## src/rtl/game_pkg.sv

```systemverilog
// Shared types and key codes for the game-object datapath.
// Used by the frame scheduler and the draw stage.
package game_pkg;

   typedef enum logic [2:0] {IDLE, LATCH, MOVE, FIRE, BULLET, COMMIT} sched_state_t;

   typedef logic [10:0] coord_t;

   typedef struct packed {
      coord_t x;
      coord_t y;
      logic   active;
   } obj_t;

   localparam logic [3:0] KEY_UP   = 4'h5;
   localparam logic [3:0] KEY_DOWN = 4'h0;
   localparam logic [3:0] KEY_FIRE = 4'hA;

   // Bound checks run one bit wider so a coordinate plus an offset cannot wrap.
   function automatic logic [11:0] widen(input coord_t c);
      return {1'b0, c};
   endfunction

endpackage

```

## src/rtl/edge_rise.sv

```systemverilog
// Registered rising-edge detector: pulses in the first cycle sig_i is seen high.
module edge_rise (
   input  logic clk,
   input  logic reset_tv,
   input  logic sig_i,
   output logic rise_o
);

   logic sig_q;

   always_ff @(posedge clk) begin
      if (reset_tv) sig_q <= 1'b0;
      else          sig_q <= sig_i;
   end

   assign rise_o = sig_i & ~sig_q;

endmodule

```

## src/rtl/game_frame_scheduler.sv

```systemverilog
// Once-per-frame player/bullet update sequencer; all positions commit together
// in one cycle so the draw stage never sees a half-updated frame.
module game_frame_scheduler #(
   parameter int         X_MAX    = 640,
   parameter int         Y_MAX    = 480,
   parameter int         Y_MARGIN = 50,
   parameter int         P_X      = 100,
   parameter int         P_Y0     = 100,
   parameter int         P_W      = 50,
   parameter int         P_H      = 100,
   parameter int         VEL      = 1,
   parameter int         BUL_VEL  = 4,
   parameter logic [3:0] KEY_UP   = game_pkg::KEY_UP,
   parameter logic [3:0] KEY_DOWN = game_pkg::KEY_DOWN,
   parameter logic [3:0] KEY_FIRE = game_pkg::KEY_FIRE
) (
   input  logic        clk,
   input  logic        reset_tv,
   input  logic        vsync,
   input  logic        key_valid,
   input  logic [3:0]  key_code,
   output logic [10:0] pos_x,
   output logic [10:0] pos_y,
   output logic [10:0] bul_x,
   output logic [10:0] bul_y,
   output logic        bul_active,
   output logic        busy,
   output logic        frame_done,
   output logic        overrun
);

   import game_pkg::*;

   localparam logic [11:0] UP_MIN    = 12'(Y_MARGIN + VEL);
   localparam logic [11:0] DOWN_OFS  = 12'(P_H + VEL);
   localparam logic [11:0] Y_LIMIT   = 12'(Y_MAX);
   localparam logic [11:0] BUL_OFS   = 12'(BUL_VEL);
   localparam logic [11:0] X_LIMIT   = 12'(X_MAX);
   localparam coord_t      VEL_C     = 11'(VEL);
   localparam coord_t      BUL_VEL_C = 11'(BUL_VEL);
   localparam coord_t      SPAWN_X   = 11'(P_X + P_W);
   localparam coord_t      HALF_H    = 11'(P_H / 2);
   localparam coord_t      PLAYER_X  = 11'(P_X);
   localparam coord_t      PLAYER_Y0 = 11'(P_Y0);

   logic frame_tick;
   logic key_rise;
   logic fire_edge;

   sched_state_t state_q, state_d;
   logic         cmd_valid_q, cmd_valid_d;
   logic [3:0]   cmd_code_q, cmd_code_d;
   logic         fire_pend_q, fire_pend_d;
   logic         spawned_q, spawned_d;
   coord_t       sh_y_q, sh_y_d;
   obj_t         sh_bul_q, sh_bul_d;
   coord_t       out_y_q, out_y_d;
   obj_t         out_bul_q, out_bul_d;
   logic         frame_done_q, frame_done_d;
   logic         overrun_q, overrun_d;

   edge_rise u_vsync_edge (
      .clk      (clk),
      .reset_tv (reset_tv),
      .sig_i    (vsync),
      .rise_o   (frame_tick)
   );

   edge_rise u_key_edge (
      .clk      (clk),
      .reset_tv (reset_tv),
      .sig_i    (key_valid),
      .rise_o   (key_rise)
   );

   assign fire_edge = key_rise && (key_code == KEY_FIRE);

   always_comb begin
      // NOTE: every _d starts from its _q so no branch below can infer a latch.
      state_d      = state_q;
      cmd_valid_d  = cmd_valid_q;
      cmd_code_d   = cmd_code_q;
      fire_pend_d  = fire_pend_q;
      spawned_d    = spawned_q;
      sh_y_d       = sh_y_q;
      sh_bul_d     = sh_bul_q;
      out_y_d      = out_y_q;
      out_bul_d    = out_bul_q;
      frame_done_d = 1'b0;
      overrun_d    = overrun_q;

      case (state_q)
         IDLE: begin
            if (frame_tick) state_d = LATCH;
         end
         LATCH: begin
            cmd_valid_d = key_valid;
            cmd_code_d  = key_code;
            sh_y_d      = out_y_q;
            sh_bul_d    = out_bul_q;
            spawned_d   = 1'b0;
            state_d     = MOVE;
         end
         MOVE: begin
            if (cmd_valid_q) begin
               if (cmd_code_q == KEY_UP) begin
                  if (widen(sh_y_q) >= UP_MIN) sh_y_d = sh_y_q - VEL_C;
               end else if (cmd_code_q == KEY_DOWN) begin
                  if (widen(sh_y_q) + DOWN_OFS <= Y_LIMIT) sh_y_d = sh_y_q + VEL_C;
               end
            end
            state_d = FIRE;
         end
         FIRE: begin
            // A request against a live bullet is dropped, not queued.
            if (fire_pend_q) begin
               fire_pend_d = 1'b0;
               if (!sh_bul_q.active) begin
                  sh_bul_d.active = 1'b1;
                  sh_bul_d.x      = SPAWN_X;
                  sh_bul_d.y      = sh_y_q + HALF_H;
                  spawned_d       = 1'b1;
               end
            end
            state_d = BULLET;
         end
         BULLET: begin
            if (sh_bul_q.active && !spawned_q) begin
               if (widen(sh_bul_q.x) + BUL_OFS >= X_LIMIT) sh_bul_d.active = 1'b0;
               else                                        sh_bul_d.x      = sh_bul_q.x + BUL_VEL_C;
            end
            state_d = COMMIT;
         end
         COMMIT: begin
            out_y_d      = sh_y_q;
            out_bul_d    = sh_bul_q;
            frame_done_d = 1'b1;
            state_d      = IDLE;
         end
         default: state_d = IDLE;
      endcase

      // A new fire edge outranks the FIRE-state clear, so it is served next frame.
      if (fire_edge) fire_pend_d = 1'b1;
      if (frame_tick && (state_q != IDLE)) overrun_d = 1'b1;
   end

   always_ff @(posedge clk) begin
      // NOTE: reset is synchronous and aborts any partial sequence on the same edge;
      // non-blocking assignments keep every register reading pre-edge values.
      if (reset_tv) begin
         state_q      <= IDLE;
         cmd_valid_q  <= 1'b0;
         cmd_code_q   <= 4'h0;
         fire_pend_q  <= 1'b0;
         spawned_q    <= 1'b0;
         sh_y_q       <= PLAYER_Y0;
         sh_bul_q     <= '0;
         out_y_q      <= PLAYER_Y0;
         out_bul_q    <= '0;
         frame_done_q <= 1'b0;
         overrun_q    <= 1'b0;
      end else begin
         state_q      <= state_d;
         cmd_valid_q  <= cmd_valid_d;
         cmd_code_q   <= cmd_code_d;
         fire_pend_q  <= fire_pend_d;
         spawned_q    <= spawned_d;
         sh_y_q       <= sh_y_d;
         sh_bul_q     <= sh_bul_d;
         out_y_q      <= out_y_d;
         out_bul_q    <= out_bul_d;
         frame_done_q <= frame_done_d;
         overrun_q    <= overrun_d;
      end
   end

   assign pos_x      = PLAYER_X;
   assign pos_y      = out_y_q;
   assign bul_x      = out_bul_q.x;
   assign bul_y      = out_bul_q.y;
   assign bul_active = out_bul_q.active;
   assign busy       = (state_q != IDLE);
   assign frame_done = frame_done_q;
   assign overrun    = overrun_q;

endmodule

```

## config.mk

```make
export PLATFORM = sky130hd
export DESIGN_NAME = game_frame_scheduler
export DESIGN_NICKNAME = d
export VERILOG_FILES = /design/src/rtl/game_pkg.sv /design/src/rtl/edge_rise.sv /design/src/rtl/game_frame_scheduler.sv
export SDC_FILE = /design/constraint.sdc
export NUM_CORES = 1
export LEC_CHECK = 0
export CAP_MARGIN = 20
export CORE_MARGIN = 1.5
export CORE_UTILIZATION = 40
export CTS_CLUSTER_SIZE = 12
export DETAILED_ROUTE_END_ITERATION = 12
export PLACE_DENSITY = 0.68
export RECOVER_POWER = 50
export SETUP_SLACK_MARGIN = 0.15
export SLEW_MARGIN = 0
export SYNTH_ARGS = -nofsm -noshare
export SYNTH_HDL_FRONTEND = slang
export SYNTH_HIERARCHICAL = 1
export SYNTH_SLANG_ARGS = --single-unit
```

## constraint.sdc

```tcl
create_clock -name clk -period 2.8 [get_ports clk]
set_input_delay 0.56 -clock clk [delete_from_list [all_inputs] [get_ports clk]]
set_output_delay 0.56 -clock clk [all_outputs]
set_load 0.1 [all_outputs]
```

## Yosys cells after proc, flatten, opt, wreduce, memory -nomap -nowiden

Cells that the tools add are included.

- Bits in registers: 82
- Output and inout port bits: 48
- Word-level logic and storage cells: 85

- $add $sub $neg: 6
- Order comparisons: 3
- Equal/unequal tests: 17
- Multiplexer cells: 23
- Bitwise logic cells: 4
- Reductions and logical operators: 15

Operators with widths:

| kind | number |
|---|---|
| 11-bit two-way mux | 7 |
| 23-bit two-way mux | 2 |
| 11-bit case mux with 2 select lines | 2 |
| 11-bit case mux with 3 select lines | 1 |
| 3-bit case mux with 5 select lines | 1 |
| 2-bit inequality test (second input constant) | 7 |
| 11-bit by 3-bit adder with 12-bit output (second input constant) | 1 |
| 11-bit by 7-bit adder with 12-bit output (second input constant) | 1 |
| 12-bit by 10-bit >= comparator with 1-bit output (second input constant) | 1 |
| 12-bit by 9-bit less-or-equal comparator with 1-bit output (second input constant) | 1 |
| 11-bit by 1-bit adder with 11-bit output (second input constant) | 1 |
| 11-bit by 3-bit adder with 11-bit output (second input constant) | 1 |
| 11-bit by 6-bit adder with 11-bit output (second input constant) | 1 |
| 11-bit by 6-bit >= comparator with 1-bit output (second input constant) | 1 |
| 11-bit by 1-bit subtractor with 11-bit output (second input constant) | 1 |
| 5-bit AND reduction | 2 |
| 3-bit inequality test (second input constant) | 3 |
| 1-bit two-way mux | 7 |
| 3-bit by 2-bit equality test with 1-bit output (second input constant) | 2 |
| 3-bit equality test (second input constant) | 2 |
| 2-bit nonzero test | 3 |
| 3-bit nonzero test | 2 |
| 4-bit by 3-bit equality test with 1-bit output (second input constant) | 1 |
| 4-bit equality test (second input constant) | 1 |
| 12 further kinds | 16 |

## Longest topological paths before layout

Gate-level depths: netlist of run 1.

- Word-level depth: 7
- Mapped depth: 10
- Mapped depth without buffers: 10

## Hierarchy

The synthesis of run 1 kept the hierarchy.

By module, submodules not included:

| module | times used | cells each | area each (sq um) |
|---|---|---|---|
| game_frame_scheduler | 1 | 558 | 4460.5 |
| edge_rise | 2 | 3 | 47.5 |

## Least setup slack after synthesis of run 1

OpenSTA, ideal clock, no wires.

- Kind: register to register
- Start point: register cmd_code_q[1]
- End point: register sh_y_q[10]
- Library setup time: 0.088 ns
- Arrival time: 2.330 ns
- Data required time: 2.712 ns
- Setup slack: 0.382 ns
- Cell stages (with the launch flop): 11
- Buffers on the path: 0
- Clock period less this slack: 2.418 ns
- Path through: dfxtp_1 > nor2_1 > nand3_1 > inv_1 > ha_1 > a21o_1 > a21oi_1 > nand3_1 > a2111oi_0 > a221oi_1 > o31ai_1

- Longest elaborated chain between the ends: 4

RTL lines:

| what | line | RTL |
|---|---|---|
| start, declared | game_frame_scheduler.sv:52 | `logic [3:0] cmd_code_q, cmd_code_d;` |
| start signal, assigned | game_frame_scheduler.sv:166 | `cmd_code_q <= cmd_code_d;` |
| 4-bit by 3-bit equality test with 1-bit output | game_frame_scheduler.sv:106 | `if (cmd_code_q == KEY_UP) begin` |
| 11-bit two-way mux | game_frame_scheduler.sv:106 |  |
| 11-bit two-way mux | game_frame_scheduler.sv:105 | `if (cmd_valid_q) begin` |
| 11-bit case mux with 2 select lines | game_frame_scheduler.sv:92 | `case (state_q)` |
| end signal, assigned | game_frame_scheduler.sv:169 | `sh_y_q <= sh_y_d;` |
| end, declared | game_frame_scheduler.sv:55 | `coord_t sh_y_q, sh_y_d;` |

Parallel ways exist; a longest one is shown, timed or not. The select of a mux whose other input is x is not followed.
A chain may end at the register's enable or synchronous reset.

## Worst setup path after layout of run 1

- Start point: register cmd_code_q[0]
- End point: register sh_y_q[10]

Same word-level chain as after synthesis.

==> results.tsv, run 1 <==
stage	metric	value	unit
detailed_routing	antenna violation net count after detailed routing	0	
place	dpl ws	0.295	ns
place	IO Port Bufs	44	
floorplanning	full die area	0.0120	sq mm
clock_tree	Clk pin slew, worst setup/hold paths	0.06	ns
detailed_routing	drt drc	0	
timing	Max Clk Rate	403	MHz
timing	Tmin final	2.48	ns
detailed_routing	Total Routed Length	11600	um
finish	most frequent cells in the layout	113 x nand2_1, 82 x dfxtp_1, 64 x a21oi_1, 48 x nor2_1, 41 x clkbuf_1	
place	HPWL Detailed	8090	um
synthesis	syn_area_per_cell	8.08	sq um
worst_setup_path	crit path DAT	2.71	ns
status	outcome	finished, violations left	
worst_setup_path	Req. time, crit path	3.03	ns
worst_setup_path	crit path buf inv count	1	
clock_tree	clk sinks	82	
worst_setup_path	crit path kind	flop to flop	
synthesis	synth warn	6	
place	Placer Congestion	0.899	
synthesis	Seq/Total Area, Yosys	36.0	%
pwr	Peak VDD IR	0.295	mV
timing	period utilization	88.7	%
global_routing	Total GRT Usage	20.4	%
finish	most common cell after layout, fill and taps aside	nand2_1	
finish	Nets	613	
timing	Least-Margin Pin Slew	1.57	ns
synthesis	EDFF count, synth	0	
synthesis	async set-reset flop share out of synthesis	0	%
detailed_routing	wire per inst	15.8	um
synthesis	Synth top area share	36.0	%
worst_setup_path	crit path cell chain	nand3_1, inv_2, ha_1, a21o_1, a21oi_1, nand3_1, a2111oi_1, a221oi_1, o31ai_1	
global_routing	initial antenna violation count	0	
floorplanning	chip height	110	um
clock_tree	CTS tree	done	
clock_tree	post-CTS setup buffers	0	
clock_tree	clk buf depth	2	
detailed_routing	Via Count	4141	
detailed_routing	Vias/cell	5.62	
floorplanning	Core ar.	0.0110	sq mm
finish	antenna diode count	0	
synthesis	top area cells in the synthesized netlist	dfxtp_1 36%, nand2_1 9.3%, a21oi_1 7.0%	
synthesis	Cell variety after synth	76	
floorplanning	initial core utilization	41.5	%
timing	max_slew headroom	-4.84	%
worst_setup_path	CP peak stage delay	0.43	ns
detailed_routing	initial drt markers	326	
job	Max-Cap Viols	1	
clock_tree	Post-CTS Resized	0	
worst_setup_path	startpoint types	flop	
worst_setup_path	Worst setup EP type	flop	
timing	final hold vios	0	
synthesis	synthesized area	0.00456	sq mm
synthesis	Syn Inst Count	564	
worst_setup_path	Top Family by Delay on Critical Path	compound AO/OA/AOI/OAI gates	
finish	share of layout cells above drive strength 1	10.1	%
timing	RSZ-0062 raised after global routing	no	
global_routing	GRT overflow	0	
timing	final setup margin	0.317	ns
synthesis	Primary FF master, synth	dfxtp_1	
status	violated checks	capacitance limit, slew limit	
worst_setup_path	Slowest-stage cell, CP	a2111oi_1	
clock_tree	Max H-tree Level	3	
global_routing	vias in the first global route	3742	
timing	final setup violation count	0	
synthesis	Yosys top cell by area	dfxtp_1	
floorplanning	Chip Width	110	um
clock_tree	Clock Tree Root	clkbuf_16	
clock_tree	clk_lat worst skew	0.34	ns
pwr	P_leak	1.88	nW
synthesis	Seq cells post-synth	82	
min_path	HP Class	flop to flop	
finish	area grow syn2layout	11.6	%
worst_setup_path	maximum fanout along the worst path	6	
pwr	Pwr Density	574	mW/mm^2
floorplanning	I/O pins	56	
worst_setup_path	most frequent CP cell	nand3_1	
floorplanning	Core Rows	38	
global_routing	largest net degree at the start of global routing	72	
timing	Final Max Tran Viols	72	
timing	clock skew	0.00728	ns
timing	setup TNS	0	ns
global_routing	first-pass GRT wire length	19000	um
clock_tree	total CTS buffers	9	
clock_tree	CTS Hold Bufs	0	
detailed_routing	1st-pass router iterations	5	
-- through the flow --
stage	utilization [%]	hold WS, ns	cell area, sq um	instances	power, W
3_3_place_gp	45.0	0.438	4940	721	0.00182
5_1_grt	46.3	0.473	5080	737	0.00303
2_1_floorplan	-	0.432	4590	573	0.00173
6_report	46.3	0.456	5080	737	0.00292
4_1_cts	47.5	0.460	5220	737	0.00293
3_5_place_dp	45.0	0.448	4940	721	0.00183
-- cells by family (layout without fill, tap and decap cells) --
| group | after synthesis | count (layout) | synth area share, % |
|---|---|---|---|
| buffers and inverters | 56 | 80 | 6.32 |
| XOR/XNOR | 20 | 20 | 3.85 |
| multiplexers | 2 | 2 | 0.439 |
| AO/OA/AOI/OAI | 154 | 154 | 24.8 |
| AND/OR/NAND/NOR | 235 | 235 | 24.6 |
| adder cells (fa/ha/maj) | 13 | 13 | 3.74 |
| flip-flops | 82 | 82 | 36.0 |
| other | 2 | 11 | 0.165 |
-- per-layer routing --
metal | global-route usage (%) | vias up | wire length [um] | share of wire (%)
met5 | 0 | - | 0 | 0
met4 | 8.26 | 0 | 242 | 2.1
met3 | 4.21 | 24 | 766 | 6.6
met2 | 30.5 | 136 | 5210 | 45
met1 | 28.4 | 1946 | 5410 | 47
li1 | - | 2035 | - | -
-- power by group --
part	switching (W)	total (W)	leakage, nW	internal [W]
clock network	0.000475	0.00110	0.126	0.000629
logic	0.000348	0.000508	1.09	0.000160
registers	0.0000842	0.00130	0.665	0.00122
-- flip-flops by register name (all words and copies together) (netlist names), 3 cells and up --
register and flops:
bul_x 11, bul_y 11, cmd_code_q 4, pos_y 11, sh_bul_q 23, sh_y_q 11, state_q 3
-- final timing paths --
| kind | cells after the start | start | endpoint | slack (ns) |
|---|---|---|---|---|
| max | 9 | cmd_code_q[0] | sh_y_q[10] | 0.32 |
| min | 2 | sh_bul_q[3] | bul_y[2] | 0.46 |
| max reg2reg | 9 | cmd_code_q[0] | sh_y_q[10] | 0.32 |
| min reg2reg | 2 | sh_bul_q[3] | bul_y[2] | 0.46 |
-- tightest hold or removal path, stage by stage (launching register included) --
cell	delay, ns
dfxtp_1	0.31
nand2_1	0.05
a21oi_1	0.05
-- cell type report --
type | instances | area (sq um)
clock inverters | 3 | 23.8
flip-flops and latches | 82 | 1640
clock buffers | 13 | 250
well taps | 140 | 175
fillers | 1051 | 5900
repair buffers | 57 | 298
inverters | 7 | 26.3
multi-input cells | 435 | 2670
-- Yosys cell counts, types with 3 or more instances --
cell,instances
o31ai_1,4
buf_4,16
o2111ai_1,4
buf_2,8
o21ai_0,9
nor2b_4,4
a221oi_2,4
a311oi_1,3
nand2b_1,6
a21oi_1,64
ha_1,12
nor3_1,16
xnor2_1,11
a21o_1,6
dfxtp_1,82
nand3b_1,3
o221ai_1,4
nor2_1,48
or3_1,3
nor2b_1,3
nand4_1,6
nand2_1,113
o41ai_2,3
o21bai_1,3
a2111oi_0,6
and3_1,4
nand3_1,12
xor2_1,9
clkbuf_1,22
o211ai_1,8
o21a_1,4
and2_1,4
inv_1,5
a31oi_1,4
Power figures use the tool's default switching activity.
==> run 2, diff against run 1 <==
--- a/constraint.sdc
+++ b/constraint.sdc
@@ -3,2 +3,2 @@
 set_output_delay 0.56 -clock clk [all_outputs]
-set_load 0.1 [all_outputs]
+set_load 0.05 [all_outputs]
==> results.tsv, run 2 (synthesized netlist as in run 1, its figures left out) <==
stage	metric	value	unit	change
status	outcome	finished, violations left		
status	violated checks	capacitance limit, slew limit		
detailed_routing	Via Count	4128		-0.31%
clock_tree	total CTS buffers	9		unchanged
timing	setup TNS	0	ns	unchanged
worst_setup_path	crit path kind	flop to primary output		
pwr	Peak VDD IR	0.306	mV	+3.9%
detailed_routing	antenna violation net count after detailed routing	0		unchanged
timing	RSZ-0062 raised after global routing	yes		
finish	post-route cell area	0.00534	sq mm	+5.1%
place	Placer Congestion	0.874		-2.8%
timing	Least-Margin Pin Slew	1.58	ns	+0.00388 ns
worst_setup_path	Slowest-stage cell, CP	clkdlybuf4s50_1		
worst_setup_path	crit path DAT	2.00	ns	-0.71 ns
clock_tree	Clock Tree Root	clkbuf_16		
global_routing	first-pass GRT wire length	19200	um	+1.2%
global_routing	GRT overflow	0		unchanged
finish	most common cell after layout, fill and taps aside	nand2_1		
worst_setup_path	Worst setup EP type	primary output		
worst_setup_path	CP peak stage delay	0.81	ns	+0.38 ns
min_path	HP Class	flop to flop		
detailed_routing	wire per inst	15.7	um	-0.46%
pwr	P_leak	1.99	nW	+5.8%
worst_setup_path	crit path cell chain	or3_1, clkdlybuf4s50_1		
timing	Tmin final	2.56	ns	+0.0757 ns
clock_tree	clk sinks	82		unchanged
timing	hold slack final	0.456	ns	-0.000424 ns
floorplanning	chip height	110	um	unchanged
floorplanning	Core Rows	38		unchanged
detailed_routing	1st-pass router iterations	5		unchanged
finish	Nets	614		+0.16%
detailed_routing	initial drt markers	232		-29%
job	Max-Cap Viols	1		unchanged
place	placement-stage cell area	0.00504	sq mm	+1.9%
global_routing	initial antenna violation count	0		unchanged
finish	number of flip-flops in the largest register	23		unchanged
worst_setup_path	maximum fanout along the worst path	15		+9
min_path	hold_sp	sh_bul_q[11]		
floorplanning	initial core utilization	41.5	%	unchanged
timing	Final Max Tran Viols	72		unchanged
detailed_routing	Total Routed Length	11600	um	-0.33%
floorplanning	full die area	0.0120	sq mm	unchanged
worst_setup_path	CP Launch Point	state_q[1]		
worst_setup_path	startpoint types	flop		
clock_tree	clk_lat worst skew	0.35	ns	about the same
pwr	Pwr Density	557	mW/mm^2	-2.9%
worst_setup_path	worst reg2reg path startpoint	cmd_code_q[1]		
place	HPWL Detailed	8090	um	about the same
detailed_routing	Vias/cell	5.59		-0.45%
worst_setup_path	R2R setup slack	0.27	ns	-0.05 ns
worst_setup_path	Req. time, crit path	2.24	ns	-0.79 ns
timing	max_slew headroom	-5.10	%	-0.26 points
global_routing	Total GRT Usage	20.5	%	+0.13 points
clock_tree	Clk pin slew, worst setup/hold paths	0.06	ns	about the same
floorplanning	Core ar.	0.0110	sq mm	unchanged
timing	Max Clk Rate	391	MHz	-3.0%
finish	most frequent cells in the layout	113 x nand2_1, 82 x dfxtp_1, 64 x a21oi_1, 48 x nor2_1, 43 x clkdlybuf4s50_1		
finish	area grow syn2layout	17.2	%	
clock_tree	clk buf depth	2		unchanged
timing	period utilization	91.4	%	+2.7 points
clock_tree	Max H-tree Level	3		unchanged
finish	share of layout cells above drive strength 1	10.4	%	+0.32 points
timing	clock skew	0.00732	ns	+0.0000429 ns
timing	final hold vios	0		unchanged
global_routing	vias in the first global route	3911		+4.5%
global_routing	largest net degree at the start of global routing	72		unchanged
floorplanning	Chip Width	110	um	unchanged
timing	final setup violation count	0		unchanged
place	IO Port Bufs	44		unchanged
finish	antenna diode count	0		unchanged
floorplanning	I/O pins	56		unchanged
clock_tree	CTS tree	done		
detailed_routing	drt drc	0		unchanged
finish	Largest Register	sh_bul_q		
run 2: cell count changes in the layout (fill, tap and decap cells not counted), sizes merged:
cell	delta
clkbuf	-39
inv	+2
clkdlybuf4s50	+37
buf	-1
clkinv	+2
clkinvlp	-1
bufinv	+1
run 2: timing repair:
| action | CTS | global route |
|---|---|---|
| setup endpoints to repair | 0 | 3 |
| hold buffers | 0 | 0 |
| gates resized for setup | 0 | 4 |
| hold endpoints to repair | 0 | 0 |
| setup buffers | 0 | 1 |
run 2: final timing paths:
check / cells past startpoint / end
setup / recovery: 2 / busy
hold / removal: 2 / sh_bul_q[11]
setup reg to reg: 10 / sh_y_q[10]
hold reg to reg: 2 / sh_bul_q[11]
run 2: layout make-up:
cell class,instances,area [sq um]
clock buffers,9,225
clock inverters,7,76.3
fillers,1048,5640
inverters,7,26.3
multi-input cells,435,2670
flip-flops and latches,82,1640
well taps,140,175
repair buffers,58,529
run 2: power breakdown:
part	switching (W)	internal (W)	leakage, nW	total [W]
sequential	0.0000764	0.00122	0.665	0.00130
combinational	0.000299	0.000165	1.18	0.000465
clock	0.000513	0.000700	0.148	0.00121
total	0.000889	0.00208	1.99	0.00297
run 2: worst max-delay path: cells and delay by family, from the launching register on:
family / cells / cell delay (ns)
buffers and inverters: 1 / 0.81
DFF: 1 / 0.62
and+or+nand+nor: 1 / 0.23
run 2: layer usage:
layer  up-vias  GRT usage [%]  wire length (um)
li1       2049              -                 -
met1      1955           27.6              5520
met2       107           32.8              5350
met3        17           3.20               498
met4         0           8.16               218
met5         -              0                 0
run 2: through the flow:
stage | util, % | worst slack [ns] | instances | power [W]
5_1_grt | 48.6 | 0.109 | 738 | 0.00310
3_3_place_gp | 45.9 | 0.344 | 721 | 0.00177
3_5_place_dp | 45.9 | 0.254 | 721 | 0.00178
2_1_floorplan | - | 0.404 | 573 | 0.00168
6_report | 48.6 | 0.241 | 738 | 0.00297
4_1_cts | 48.6 | 0.184 | 737 | 0.00298
